[config.mk]
export PLATFORM = sky130hd
export DESIGN_NAME = fetch_queue
export DESIGN_NICKNAME = d
export VERILOG_FILES = /design/src/rtl/fetch_queue.sv
export SDC_FILE = /design/constraint.sdc
export NUM_CORES = 1
export LEC_CHECK = 0
export BUFFER_PORTS_ARGS = -buffer_cell sky130_fd_sc_hd__buf_4
export CAP_MARGIN = 10
export CORE_ASPECT_RATIO = 1.2
export CORE_MARGIN = 3
export CORE_UTILIZATION = 45
export CTS_BUF_LIST = sky130_fd_sc_hd__clkbuf_8
export CTS_CLUSTER_SIZE = 25
export DETAILED_ROUTE_END_ITERATION = 7
export HOLD_SLACK_MARGIN = 0.06
export PLACE_DENSITY_LB_ADDON = 0.2
export SYNTH_ARGS = -nofsm -noshare
export SYNTH_HDL_FRONTEND = slang
export SYNTH_SLANG_ARGS = --single-unit
[constraint.sdc]
create_clock -name clock -period 4 [get_ports clock]
set_clock_uncertainty 0.15 [all_clocks]
set_input_delay 0.4 -clock clock [delete_from_list [all_inputs] [get_ports clock]]
set_output_delay 0.4 -clock clock [all_outputs]
set_load 0.02 [all_outputs]
[src/rtl/fetch_queue.sv]
// Decoupling instruction fetch queue between a one-cycle-latency imem and the decode stage.
// Optional stall statistics are enabled with the FETCH_QUEUE_STATS_EN macro.
module fetch_queue #(
    parameter int DEPTH = 4
) (
    input  logic        clock,
    input  logic        reset,
    output logic [11:0] address_imem,
    input  logic [31:0] q_imem,
    input  logic        redirect,
    input  logic [11:0] redirect_pc,
    input  logic        deq_ready,
    output logic        deq_valid,
    output logic [31:0] deq_instr,
    output logic [11:0] deq_pc,
    output logic [3:0]  count,
    output logic [15:0] fq_bubbles
);

    localparam int PW = (DEPTH > 1) ? $clog2(DEPTH) : 1;

    logic [31:0]   instr_mem [DEPTH];
    logic [11:0]   pc_mem    [DEPTH];
    logic [11:0]   fetch_pc;
    logic [11:0]   pend_pc;
    logic          pend;
    logic [PW-1:0] wr_ptr;
    logic [PW-1:0] rd_ptr;
    logic [3:0]    count_r;
    logic          issue;
    logic          push;
    logic          pop;

    // A fetch is only issued when the entry it will fill is guaranteed free.
    assign issue = (count_r + {3'b000, pend}) < 4'(DEPTH);
    assign push  = pend && !redirect;
    assign pop   = deq_valid && deq_ready;

    assign deq_valid    = reset && (count_r != 4'd0) && !redirect;
    assign deq_instr    = instr_mem[rd_ptr];
    assign deq_pc       = pc_mem[rd_ptr];
    assign count        = reset ? count_r : 4'd0;
    assign address_imem = redirect ? redirect_pc : (reset ? fetch_pc : 12'h000);

    always_ff @(posedge clock) begin
        if (!reset) begin
            fetch_pc <= 12'h000;
            pend_pc  <= 12'h000;
            pend     <= 1'b0;
            wr_ptr   <= '0;
            rd_ptr   <= '0;
            count_r  <= 4'd0;
        end else if (redirect) begin
            // The target is fetched this cycle, so the next fetch is target+1.
            fetch_pc <= redirect_pc + 12'd1;
            pend_pc  <= redirect_pc;
            pend     <= 1'b1;
            wr_ptr   <= '0;
            rd_ptr   <= '0;
            count_r  <= 4'd0;
        end else begin
            if (issue) begin
                fetch_pc <= fetch_pc + 12'd1;
                pend_pc  <= fetch_pc;
                pend     <= 1'b1;
            end else begin
                pend     <= 1'b0;
            end
            if (push) begin
                wr_ptr <= wr_ptr + PW'(1);
            end
            if (pop) begin
                rd_ptr <= rd_ptr + PW'(1);
            end
            unique case ({push, pop})
                2'b10:   count_r <= count_r + 4'd1;
                2'b01:   count_r <= count_r - 4'd1;
                default: count_r <= count_r;
            endcase
        end
    end

    always_ff @(posedge clock) begin
        if (reset && push) begin
            instr_mem[wr_ptr] <= q_imem;
            pc_mem[wr_ptr]    <= pend_pc;
        end
    end

`ifdef FETCH_QUEUE_STATS_EN
    logic [15:0] bubble_cnt;

    // Counts cycles where the consumer wanted an instruction but none was offered.
    always_ff @(posedge clock) begin
        if (!reset) begin
            bubble_cnt <= 16'h0000;
        end else if (deq_ready && !deq_valid && (bubble_cnt != 16'hFFFF)) begin
            bubble_cnt <= bubble_cnt + 16'h0001;
        end
    end

    assign fq_bubbles = bubble_cnt;
`else
    assign fq_bubbles = 16'h0000;
`endif

endmodule

; ---- Word level (Yosys, flattened, before mapping)
; Memories as Yosys holds them, arrays and structs flattened. A register that Yosys moved wholly into a read port is not among the register bits.
; Cells that the tools add are included.
; Widths: inputs -> output; s select.
[word_totals]
ff_bits = 33
mem_bits_rw = 176
input_bits = 48
out_inout_bits = 77
wordCells = 45
memories = 2
[mem_list]
columns = name, words, word_bits, rd, rd_clocked_by_memory_dff, wr, line_no
row1 = instr_mem, 4, 32, 1, 1, 1, 22  ; logic [31:0] instr_mem [DEPTH];
row2 = pc_mem, 4, 12, 1, 1, 1, 23  ; logic [11:0] pc_mem [DEPTH];
[classes]
addsub = 7
order_cmp = 1
eq_ne = 2
muxes = 16
n_bitwise = 1
n_reduce_logical = 10
[op_table]
columns = operator, count
row1 = $mux 12, 6
row2 = $add 12x1->12 const B, 2
row3 = $mux 2, 4
row4 = $pmux 4 s2, 1
row5 = $logic_and 1x1->1, 5
row6 = $add 2x1->2 const B, 2
row7 = $add 4x1->4, 1
row8 = $add 4x1->4 const B, 1
row9 = $lt 4x3->1 const B, 1
row10 = $mux 1, 4
row11 = $mux 4, 1
row12 = $reduce_bool 2->1, 2
row13 = $reduce_bool 4->1, 1
row14 = $sub 4x1->4 const B, 1
row15 = $eq 2x1->1 const B, 1
row16 = $eq 2x2->1 const B, 1
row17 = $reduce_or 2->1, 1
row18 = $logic_not 1->1, 1
row19 = $not 1->1, 1

; ---- Depth between registers and ports, before layout
; Gate-level depths: netlist of run 1.
[depth]
ltp_word = 6
mapped_depth = 12

; ---- Least setup slack after synthesis of run 1
; OpenSTA, ideal clock, no wires.
[synth_timing]
path_kind = input-to-reg
from = input redirect
to = register count_r[2]
setup_ns = 0.070
t_arrival_ns = 2.686
slack_ns = 1.094
path_stages = 12
path_buffers = 2
path_cell_list = buf_6 nand2b_1 clkbuf_1 a21oi_1 and2_1 ha_1 xor2_1 ha_1 a21oi_1 xor2_1 or3_1 a21oi_1
[synth_between]
elab_chain_len = 5
word_cells_on_any_way = 9
classes_between = 2 x eq/ne / 1 x mux / 6 x reduce/logical
[synth_lines]
columns = item, line_no
row1 = "start, declared", 10  ; input logic redirect,
row2 = $logic_not 1->1 *, 39  ; assign deq_valid = reset && (count_r != 4'd0) && !redirect;
row3 = $logic_and 1x1->1 *, 39
row4 = via deq_valid, 13  ; output logic deq_valid,
row5 = $logic_and 1x1->1 *, 37  ; assign pop = deq_valid && deq_ready;
row6 = via pop, 32  ; logic pop;
row7 = $eq 2x1->1 / $eq 2x2->1 (equally long branches), 75  ; unique case ({push, pop})
row8 = $pmux 4 s2 / $reduce_bool 2->1 (equally long branches), n/a
row9 = "end signal, assigned", 76  ; 2'b10: count_r <= count_r + 4'd1;
row10 = "end signal, assigned", 77  ; 2'b01: count_r <= count_r - 4'd1;
row11 = "end signal, assigned", 78  ; default: count_r <= count_r;
row12 = "end, declared", 29  ; logic [3:0] count_r;
; Mark *: on every way through the listed nets, which the timed path passes. The rest lies on a longest branch.
; A chain may end at the register's enable or synchronous reset.

; ---- Worst setup path after layout of run 1
[layout_timing]
from = input reset
to = register count_r[2]
[layout_between]
elab_chain_len = 5
word_cells_on_any_way = 9
classes_between = 2 x eq/ne / 1 x mux / 1 x bitwise / 5 x reduce/logical
[layout_lines]
columns = item, line_no
row1 = "start, declared", 7  ; input logic reset,
row2 = $logic_and 1x1->1 * (2 in series), 39
row3 = $logic_and 1x1->1 *, 37
row4 = via pop, 32
row5 = $eq 2x1->1 / $eq 2x2->1 (equally long branches), 75
row6 = $pmux 4 s2 / $reduce_bool 2->1 (equally long branches), n/a
; Marked as above.

==> qor.yml, run 1 <==
run_status:
  outcome: "complete, no violations"
global_routing:
  grt_use_total: 0.1631
  gr-total-overflow: 0
  antenna_found_initial: 0
  grt_start_max_net_pins: 45
  grt_pass1_wl_um: 26900
  first_global_vias: 5077
route:
  vias: 4751
  routedWlPerCell_um: 18.04
  detail_route.drc_violations: 0
  ant_nets: 0
  routed_wirelength_um: 16520
  drt_first_pass_iters: 4
  viasPerCell: 5.187
  drt_iter0_drc: 299
die:
  io_pins: 125
  rows: 54
  dieArea_um2: 20720
  die_height_um: 157.1
  die_w_um: 131.9
  coreArea_um2: 18450
  start_util: 0.4642
yosys:
  synth.cell_area_um2: 8562
  seq_area_frac_synth: 0.6991
  ys.flop_type: "edfxtp_1"
  syn_avg_cell_area_um2: 17.51
  synth_area_leaders: "edfxtp_1, mux4_2, dfxtp_1, buf_4, mux2i_1"
  ys_ff_latch: 211
  synth_edf_count: 176
  syn_inst: 489
  synth_top_cell_area_share: 0.6173
  synth_cell_types: 50
  ys_async_sr_fraction: 0
  synth_warnings: 0
  yosys.area.top_type: "edfxtp_1"
place:
  dp.cells: 828
  numPortBuffers: 108
  place_congestion: 0.8072
  dp_hpwl_um: 10090
finish:
  drive_gt1_frac: 0.3298
  final_nets: 701
  multiInputGateArea_um2: 2354
  syn_to_final_growth_pct: 23.41
  n_antenna_cell: 0
  nFillCells: 1449
  instances_no_fill: 916
  register_area_um2: 5991
clocking:
  clk_latency_ps: 490
  cts_setup_buffers: 0
  cts_buffers: 34
  cts_tree: "done"
  cts_resized: 0
  postCtsHoldBufs: 33
  clockBufferDepth: 3
  path_clk_slew_ps: 60
  h-tree-depth: 2
  clock-sinks: 211
  clock-root-buffer: "clkbuf_8"
worst_setup_path:
  worst_ep_arrival_time_ps: 3250
  crit_fanout: 13
  crit_path_end_kind: "flip-flop"
  critPathKind: "input pin to flip-flop"
  worstSetupStartpointType: "input pin"
  crit_required_ps: 4260
sta:
  final_hold_viol_count: 0
  tightest_slew_ps: 914.6
  slew_violations: 0
  rsz0062_at_grt: "false"
  setup_tns_ps: 0
  finalSetupViolations: 0
  max_freq_mhz: 334.5
  relSlewSlack: 0.3903
  fin_crit_sh: 0.7474
  fin_crit_ps: 2990
power:
  power_switching_w: 0.0009525
  seq_power_share: 0.545
  vdd_drop_max_v: 0.0002001
  p_clk_frac: 0.392
  switching_share: 0.2119
  internal_power_w: 0.003543
  leakage_nw: 3.841
  power_density_nw_per_um2: 425.5
  combPwrFrac: 0.063
run:
  maxCapViolCount: 0
hold_path:
  min_path_type: "input pin to flip-flop"
worst max-delay path: stages:
cell           delay [ps]
dlygate4sd3_1         530
buf_4                 190
nand2b_1              250
a21oi_1               310
and2_1                230
ha_1                  310
xor2_1                110
ha_1                  190
a21oi_1               170
xor2_1                110
or3_1                 310
a21oi_1               140
registers in the layout, indices dropped and copies added, names as in the netlist, named ones only:
name / flops
instr_mem: 128
pc_mem: 48
fetch_pc: 12
pend_pc: 12
count_r: 4
rd_ptr: 2
wr_ptr: 2
pend: 1
Yosys cell counts, drive strengths merged (3+ instances only):
library cell / n
nand2: 25
ha: 8
buf: 27
dfxtp: 35
o21a: 7
o21ai: 8
edfxtp: 176
and2: 5
a21oi: 13
nand2b: 4
nand4: 6
nand3: 7
a22o: 7
mux2: 3
xor2: 10
and3: 6
inv: 6
nor2: 24
xnor2: 7
mux2i: 12
mux4: 44
nand4b: 3
a211oi: 9
clkbuf: 15
power groups by stage:
stage	clock network (W)	registers [W]	logic [W]
floorplan	0	0.00249	0.000160
global placement	0	0.00249	0.000252
detailed placement	0	0.00250	0.000257
CTS	0.00182	0.00245	0.000284
global route	0.00193	0.00245	0.000305
finish	0.00176	0.00245	0.000283
per-layer routing:
metal	track usage	part of all wire	vias to the layer above
li1	-	-	2195
met1	0.2066	0.43	2394
met2	0.2795	0.50	142
met3	0.04412	0.060	20
met4	0.04602	0.014	0
met5	0	0	-
logic make-up after synthesis:
| logic type | Yosys count | share of synthesized area |
|---|---|---|
| flip-flops | 211 | 0.6991 |
| AND/OR/NAND/NOR | 89 | 0.05495 |
| multiplexers | 59 | 0.1337 |
| AO/OA/AOI/OAI | 55 | 0.04954 |
| buffers and inverters | 49 | 0.03317 |
| XOR/XNOR | 17 | 0.01739 |
| adder cells (fa/ha/maj) | 8 | 0.01169 |
| other | 1 | 0.0004380 |
final timing paths:
path | startpoint | to | slack, ps | depth (start not counted)
setup reg to reg | count_r[1] | count_r[2] | 1350 | 10
setup / recovery | reset | count_r[2] | 1010 | 12
hold / removal | redirect_pc[3] | fetch_pc[3] | 110 | 4
hold reg to reg | pend_pc[10] | pc_mem[0][10] | 360 | 0
per-stage QoR:
stage                     instance area, um2  utilization  total power [W]  hold slack (ps)  setup slack, ps
after global placement                  9592       0.5200         0.002747            322.1             1017
after global routing                   10570       0.5729         0.004693            115.0            806.7
after detailed placement                9592       0.5200         0.002754            343.5            850.3
after CTS                              10570       0.5729         0.004555            83.02             1034
after floorplan                         8618            -         0.002647            306.9             1094
final                                  10570       0.5729         0.004496            114.9             1010
final cells by class:
| type | instances | share of cell area |
|---|---|---|
| Sequential cell | 211 | 0.5670 |
| Clock buffer | 38 | 0.04950 |
| Multi-Input combinational cell | 244 | 0.2227 |
| Tap cell | 252 | 0.02984 |
| Inverter | 7 | 0.002487 |
| Clock inverter | 17 | 0.01149 |
| Timing Repair Buffer | 147 | 0.1170 |
placed cells by master, fill, tap and decap left out, types with 6 or more instances in the layout:
cell and n:
dlygate4sd3_1 33, nand4_1 6, o21ai_0 6, nand3_1 7, inv_1 18, dfxtp_1 33
xor2_1 10, conb_1 16, buf_4 110, edfxtp_1 176, a21oi_1 12, nor2_1 23
ha_1 8, mux2i_1 12, clkbuf_8 38, a22o_1 7, o21a_1 7, mux4_2 44
xnor2_1 7, a211oi_1 8, nand2_1 25
(Power assumes the default switching activity.)
==> run 2, diff against run 1 <==
- clock period: 4 -> 2.8 ns (I/O delays scaled with it)
==> run 2 against run 1 <==
Clock power increased by 36%. Flip-flop and latch count unchanged. Core utilization grew 1.4 points. Power is 41% higher. Routed wire length up 3.3%. Non-clock buffer count is 27 higher. Critical path type unchanged.
==> qor.yml, run 2 (synthesis gave the netlist of run 1 again) <==
run_status:
  outcome: "complete, no violations"
finish:
  nFillCells: 1474  # +1.7%
  final_cell_mix: "edfxtp_1, buf_4, mux4_2, dlygate4sd3_1, dfxtp_1"
  multiInputGateArea_um2: 2356  # +0.11%
  register_area_um2: 5991  # unchanged
  drive_gt1_frac: 0.3319  # +0.002071
  largest_reg_flops: 128  # unchanged
  final_common_cell: "edfxtp_1"
  top_register: "instr_mem"
  n_antenna_cell: 0  # unchanged
  largestRegisters: "instr_mem: 128 flops, pc_mem: 48 flops"
  final_nets: 725  # +3.4%
  syn_to_final_growth_pct: 26.51
  final_util: 0.5872  # +0.01438
global_routing:
  grt_use_total: 0.1644  # +0.001381
  antenna_found_initial: 0  # unchanged
  grt_pass1_wl_um: 27230  # +1.3%
  grt_start_max_net_pins: 23  # -49%
  gr-total-overflow: 0  # unchanged
  first_global_vias: 5144  # +1.3%
sta:
  fin_crit_sh: 0.9312
  fin_crit_ps: 2607
  rsz0062_at_grt: "false"
  final_hold_viol_count: 0  # unchanged
  setup_tns_ps: 0  # unchanged
  max_freq_mhz: 383.5
  finalSetupViolations: 0  # unchanged
  setup_ws_ps: 192.5  # -817.9 ps
  slew_violations: 0  # unchanged
  whs_ps: 90.23  # -24.62 ps
clocking:
  clockBufferDepth: 3  # unchanged
  h-tree-depth: 1  # -1
  clock-sinks: 211  # unchanged
  clk_latency_ps: 530  # +40 ps
  cts_setup_buffers: 0  # unchanged
  cts_tree: "done"
  clock-root-buffer: "clkbuf_8"
  path_clk_slew_ps: 60  # about the same
  cts_buffers: 31  # -8.8%
worst_setup_path:
  critPathKind: "input pin to flip-flop"
  worstPathCellList: "dlygate4sd3_1 > buf_4 > nand2b_1 > a21oi_1 > and2_1 > ha_2 > xor2_1 > ha_1 > a21oi_1 > xor2_1 > or3_1 > a21oi_1"
  max_stage_delay_ps: 540  # about the same
  cp_slowest_cell: "dlygate4sd3_1"
  crit_required_ps: 3120  # -1140 ps
  crit_path_end_kind: "flip-flop"
  crit_top_cell: "a21oi_1"
  crit_buf_inv: 2  # unchanged
  worstSetupStartpointType: "input pin"
  crit_fanout: 10  # -3
  worst_ep_arrival_time_ps: 2920  # -330 ps
  critPathTopFamily: "simple AND/OR/NAND/NOR gates"
run:
  maxCapViolCount: 0  # unchanged
place:
  numPortBuffers: 108  # unchanged
  dp_hpwl_um: 11230  # +11%
  place_congestion: 0.8460  # +4.8%
  dpl_worst_slack_ps: 176.6  # -673.7 ps
die:
  coreArea_um2: 18450  # unchanged
  die_w_um: 131.9  # unchanged
  die_height_um: 157.1  # unchanged
  dieArea_um2: 20720  # unchanged
  io_pins: 125  # unchanged
  start_util: 0.4642  # unchanged
  rows: 54  # unchanged
hold_path:
  min_path_type: "input pin to flip-flop"
route:
  vias: 4846  # +2.0%
  routed_wirelength_um: 17060  # +3.3%
  detail_route.drc_violations: 0  # unchanged
  ant_nets: 0  # unchanged
  drt_iter0_drc: 306  # +2.3%
  routedWlPerCell_um: 18.05  # about the same
  drt_first_pass_iters: 4  # unchanged
  viasPerCell: 5.128  # -1.1%
power:
  finalPower_w: 0.006321  # +41%
  power_density_nw_per_um2: 583.6  # +37%
  leakage_nw: 3.983  # +3.7%
  vdd_drop_max_v: 0.0002999  # +50%
run 2: worst register-to-register path: stages, from the launching register on:
cell and delay, ps:
dfxtp_1 480, nor3_1 120, a21oi_1 240, and2_1 230, ha_2 270, xor2_1 170, ha_1 170, a21oi_1 50
xor2_1 170, or3_1 310, a21oi_1 150
run 2: area by class of cell:
| cell class | instances | share of cell area |
|---|---|---|
| flip-flops and latches | 211 | 0.5531 |
| multi-input cells | 244 | 0.2175 |
| repair buffers | 174 | 0.1412 |
| clock buffers | 32 | 0.04066 |
| well taps | 252 | 0.02911 |
| clock inverters | 25 | 0.01606 |
| inverters | 7 | 0.002426 |
run 2: worst paths after layout:
kind / from / endpoint / slack, ps / cells after the start
setup / recovery: redirect / count_r[2] / 190 / 12
hold / removal: redirect_pc[9] / pend_pc[9] / 90 / 3
setup reg to reg: count_r[1] / count_r[2] / 210 / 10
hold reg to reg: pend_pc[11] / pc_mem[3][11] / 350 / 0
run 2: repair_timing:
action / CTS / global route
setup endpoints to repair: 0 / 1
endpoints found under the hold margin: 147 / 0
hold buffers: 44 / 0
gates resized for setup: 0 / 1
run 2: through the flow:
stage	area (um2)	std cells
3_5_place_dp	9774	844
2_1_floorplan	8618	504
6_report	10830	945
3_3_place_gp	9774	844
5_1_grt	10830	945
4_1_cts	10830	945
run 2: layer usage:
| layer | wire length [um] | track usage |
|---|---|---|
| met1 | 7094 | 0.2052 |
| met2 | 8796 | 0.2897 |
| met3 | 812 | 0.03389 |
| met4 | 357 | 0.05403 |
| met5 | 0 | 0 |
run 2: power by group:
group          internal, W  switching [W]
Sequential         0.00346      0.0000448
Combinational     0.000209       0.000220
Clock              0.00133        0.00106
==> run 3, diff against run 2 <==
- BUFFER_PORTS_ARGS: -buffer_cell sky130_fd_sc_hd__buf_4 -> unset
- DONT_BUFFER_PORTS: unset -> 1
==> run 3 against run 2 <==
Critical endpoint is now fetch_pc[9]. Critical path depth down 5. First-iteration DRC count is 35% lower. Global-route usage increased by 0.35 points. Largest cell class unchanged. Routed wire length shrank 0.82%. Critical path type is now flip-flop to flip-flop.
==> qor.yml, run 3 (synthesis gave the netlist of run 1 again) <==
die:
  coreArea_um2: 18450  # unchanged
  die_w_um: 131.9  # unchanged
  die_height_um: 157.1  # unchanged
  io_pins: 125  # unchanged
  rows: 54  # unchanged
  start_util: 0.4642  # unchanged
  dieArea_um2: 20720  # unchanged
finish:
  largest_reg_flops: 128  # unchanged
  final_nets: 625  # -14%
  top_register: "instr_mem"
  final_common_cell: "edfxtp_1"
  nFillCells: 1509  # +2.4%
  final_cell_mix: "edfxtp_1, dlygate4sd3_1, mux4_2"
  drive_gt1_frac: 0.2013  # -0.1305
  syn_to_final_growth_pct: 17.81
  largestRegisters: "instr_mem: 128 flops, pc_mem: 48 flops"
  n_antenna_cell: 0  # unchanged
global_routing:
  grt_use_total: 0.1679  # +0.003473
  antenna_found_initial: 0  # unchanged
  grt_start_max_net_pins: 45  # +96%
  grt_pass1_wl_um: 27170  # -0.23%
  gr-total-overflow: 0  # unchanged
  first_global_vias: 4917  # -4.4%
sta:
  setup_tns_ps: 0  # unchanged
  whs_ps: 88.93  # -1.307 ps
  fin_crit_sh: 0.9329  # +0.001629
  slew_violations: 0  # unchanged
  final_hold_viol_count: 0  # unchanged
  finalSetupViolations: 0  # unchanged
  fin_crit_ps: 2612  # +4.561 ps
  tightest_slew_ps: 702.5
  max_freq_mhz: 382.8  # -0.17%
  rsz0062_at_grt: "false"
  relSlewSlack: 0.5267
route:
  routedWlPerCell_um: 19.95  # +11%
  ant_nets: 0  # unchanged
  vias: 4528  # -6.6%
  detail_route.drc_violations: 0  # unchanged
  drt_iter0_drc: 200  # -35%
  routed_wirelength_um: 16920  # -0.82%
  drt_first_pass_iters: 5  # +1
  viasPerCell: 5.340  # +4.1%
place:
  place_congestion: 0.8345  # -1.4%
  dp_hpwl_um: 9713  # -13%
  numPortBuffers: 0  # -100%
run_status:
  outcome: "complete, no violations"
power:
  power_switching_w: 0.001379  # +3.9%
  leakage_nw: 3.470  # -13%
  switching_share: 0.2180  # +0.008044
  combPwrFrac: 0.053  # -0.015
  p_clk_frac: 0.394  # +0.016
  seq_power_share: 0.554  # about the same
  internal_power_w: 0.004947  # -0.94%
  power_density_nw_per_um2: 627.1  # +7.5%
  vdd_drop_max_v: 0.0002426  # -19%
hold_path:
  min_path_type: "input pin to flip-flop"
clocking:
  cts_tree: "done"
  clockBufferDepth: 3  # unchanged
  cts_buffers: 35  # +13%
  h-tree-depth: 2  # +1
  clock-sinks: 211  # unchanged
  path_clk_slew_ps: 60  # about the same
  clock-root-buffer: "clkbuf_8"
  clk_latency_ps: 500  # -30 ps
  cts_setup_buffers: 0  # unchanged
worst_setup_path:
  crit_path_end_kind: "flip-flop"
  worstPathCellList: "nand2_1 > o21ai_4 > dlygate4sd3_1 > nand3_1 > xor2_1 > dlygate4sd3_1 > o2bb2ai_1"
  max_stage_delay_ps: 660  # +120 ps
  worstSetupStartpointType: "flip-flop"
  critPathKind: "flip-flop to flip-flop"
  cp_slowest_cell: "dlygate4sd3_1"
  crit_fanout: 5  # -5
  crit_required_ps: 3030  # -90 ps
  crit_buf_inv: 2  # unchanged
  worst_ep_arrival_time_ps: 2840  # -80 ps
  critPathTopFamily: "buffers and inverters"
  crit_top_cell: "dlygate4sd3_1"
run:
  maxCapViolCount: 0  # unchanged
-- run 3: changes by cell type in the layout (fill, tap and decap cells not counted), moves of 2 or more --
cell,change
clkbuf_8,+6
dlygate4sd3_1,+11
buf_12,-3
inv_1,-7
buf_4,-113
clkinv_1,+7
bufinv_16,-2
-- run 3: layout make-up --
type	instances	area, um2	area share
sequential	211	5991	0.5939
multi-input combinational	244	2354	0.2333
timing repair buffer	70	743.2	0.07368
clock buffer	38	523.0	0.05185
tap	252	315.3	0.03126
clock inverter	26	135.1	0.01340
inverter	7	26.28	0.002605
-- run 3: worst register-to-register path, delay by kind of cell, from the launching register on --
family | cells | cell delay (ps)
AOI/OAI and AO/OA | 2 | 290
xor gates and xnor gates | 1 | 150
buffers and inverters | 2 | 1230
DFF | 1 | 440
and+or+nand+nor | 2 | 250
-- run 3: per-layer routing --
metal	wire (um)	GRT usage	share of wire
met3	1051	0.04604	0.062
met5	0	0	0
met4	401	0.06453	0.024
met1	6986	0.2120	0.41
met2	8480	0.2797	0.50
-- run 3: path summary, 6_finish.rpt --
kind	startpoint	end	slack, ps	cells after the start
setup / recovery	fetch_pc[5]	fetch_pc[9]	190	7
hold / removal	redirect	fetch_pc[10]	90	4
setup reg to reg	fetch_pc[5]	fetch_pc[9]	190	7
hold reg to reg	pend_pc[8]	pc_mem[0][8]	350	0
-- run 3: repair_timing --
item / 4_1_cts / 5_1_grt
hold buffers: 56 / 0
endpoints found under the setup margin: 0 / 1
gates resized for setup: 0 / 1
hold endpoints to repair: 163 / 0
-- run 3: per-stage QoR --
| step | util | instances | cell area (um2) | power [W] | setup WS (ps) |
|---|---|---|---|---|---|
| after floorplan | - | 504 | 8618 | 0.003781 | 14.02 |
| after global placement | 0.4807 | 728 | 8866 | 0.003802 | 386.4 |
| after global routing | 0.5469 | 848 | 10090 | 0.006620 | 17.13 |
| after detailed placement | 0.4807 | 728 | 8866 | 0.003809 | 287.1 |
| after CTS | 0.5467 | 848 | 10080 | 0.006424 | 19.53 |
| final | 0.5469 | 848 | 10090 | 0.006326 | 188.0 |
-- run 3: power by group through the flow --
| stage | clock (W) | sequential (W) | combinational, W |
|---|---|---|---|
| 6_report | 0.00249 | 0.00350 | 0.000334 |
| 5_1_grt | 0.00275 | 0.00351 | 0.000363 |
| 3_5_place_dp | 0 | 0.00357 | 0.000240 |
| 2_1_floorplan | 0 | 0.00355 | 0.000229 |
| 3_3_place_gp | 0 | 0.00356 | 0.000238 |
| 4_1_cts | 0.00259 | 0.00350 | 0.000334 |
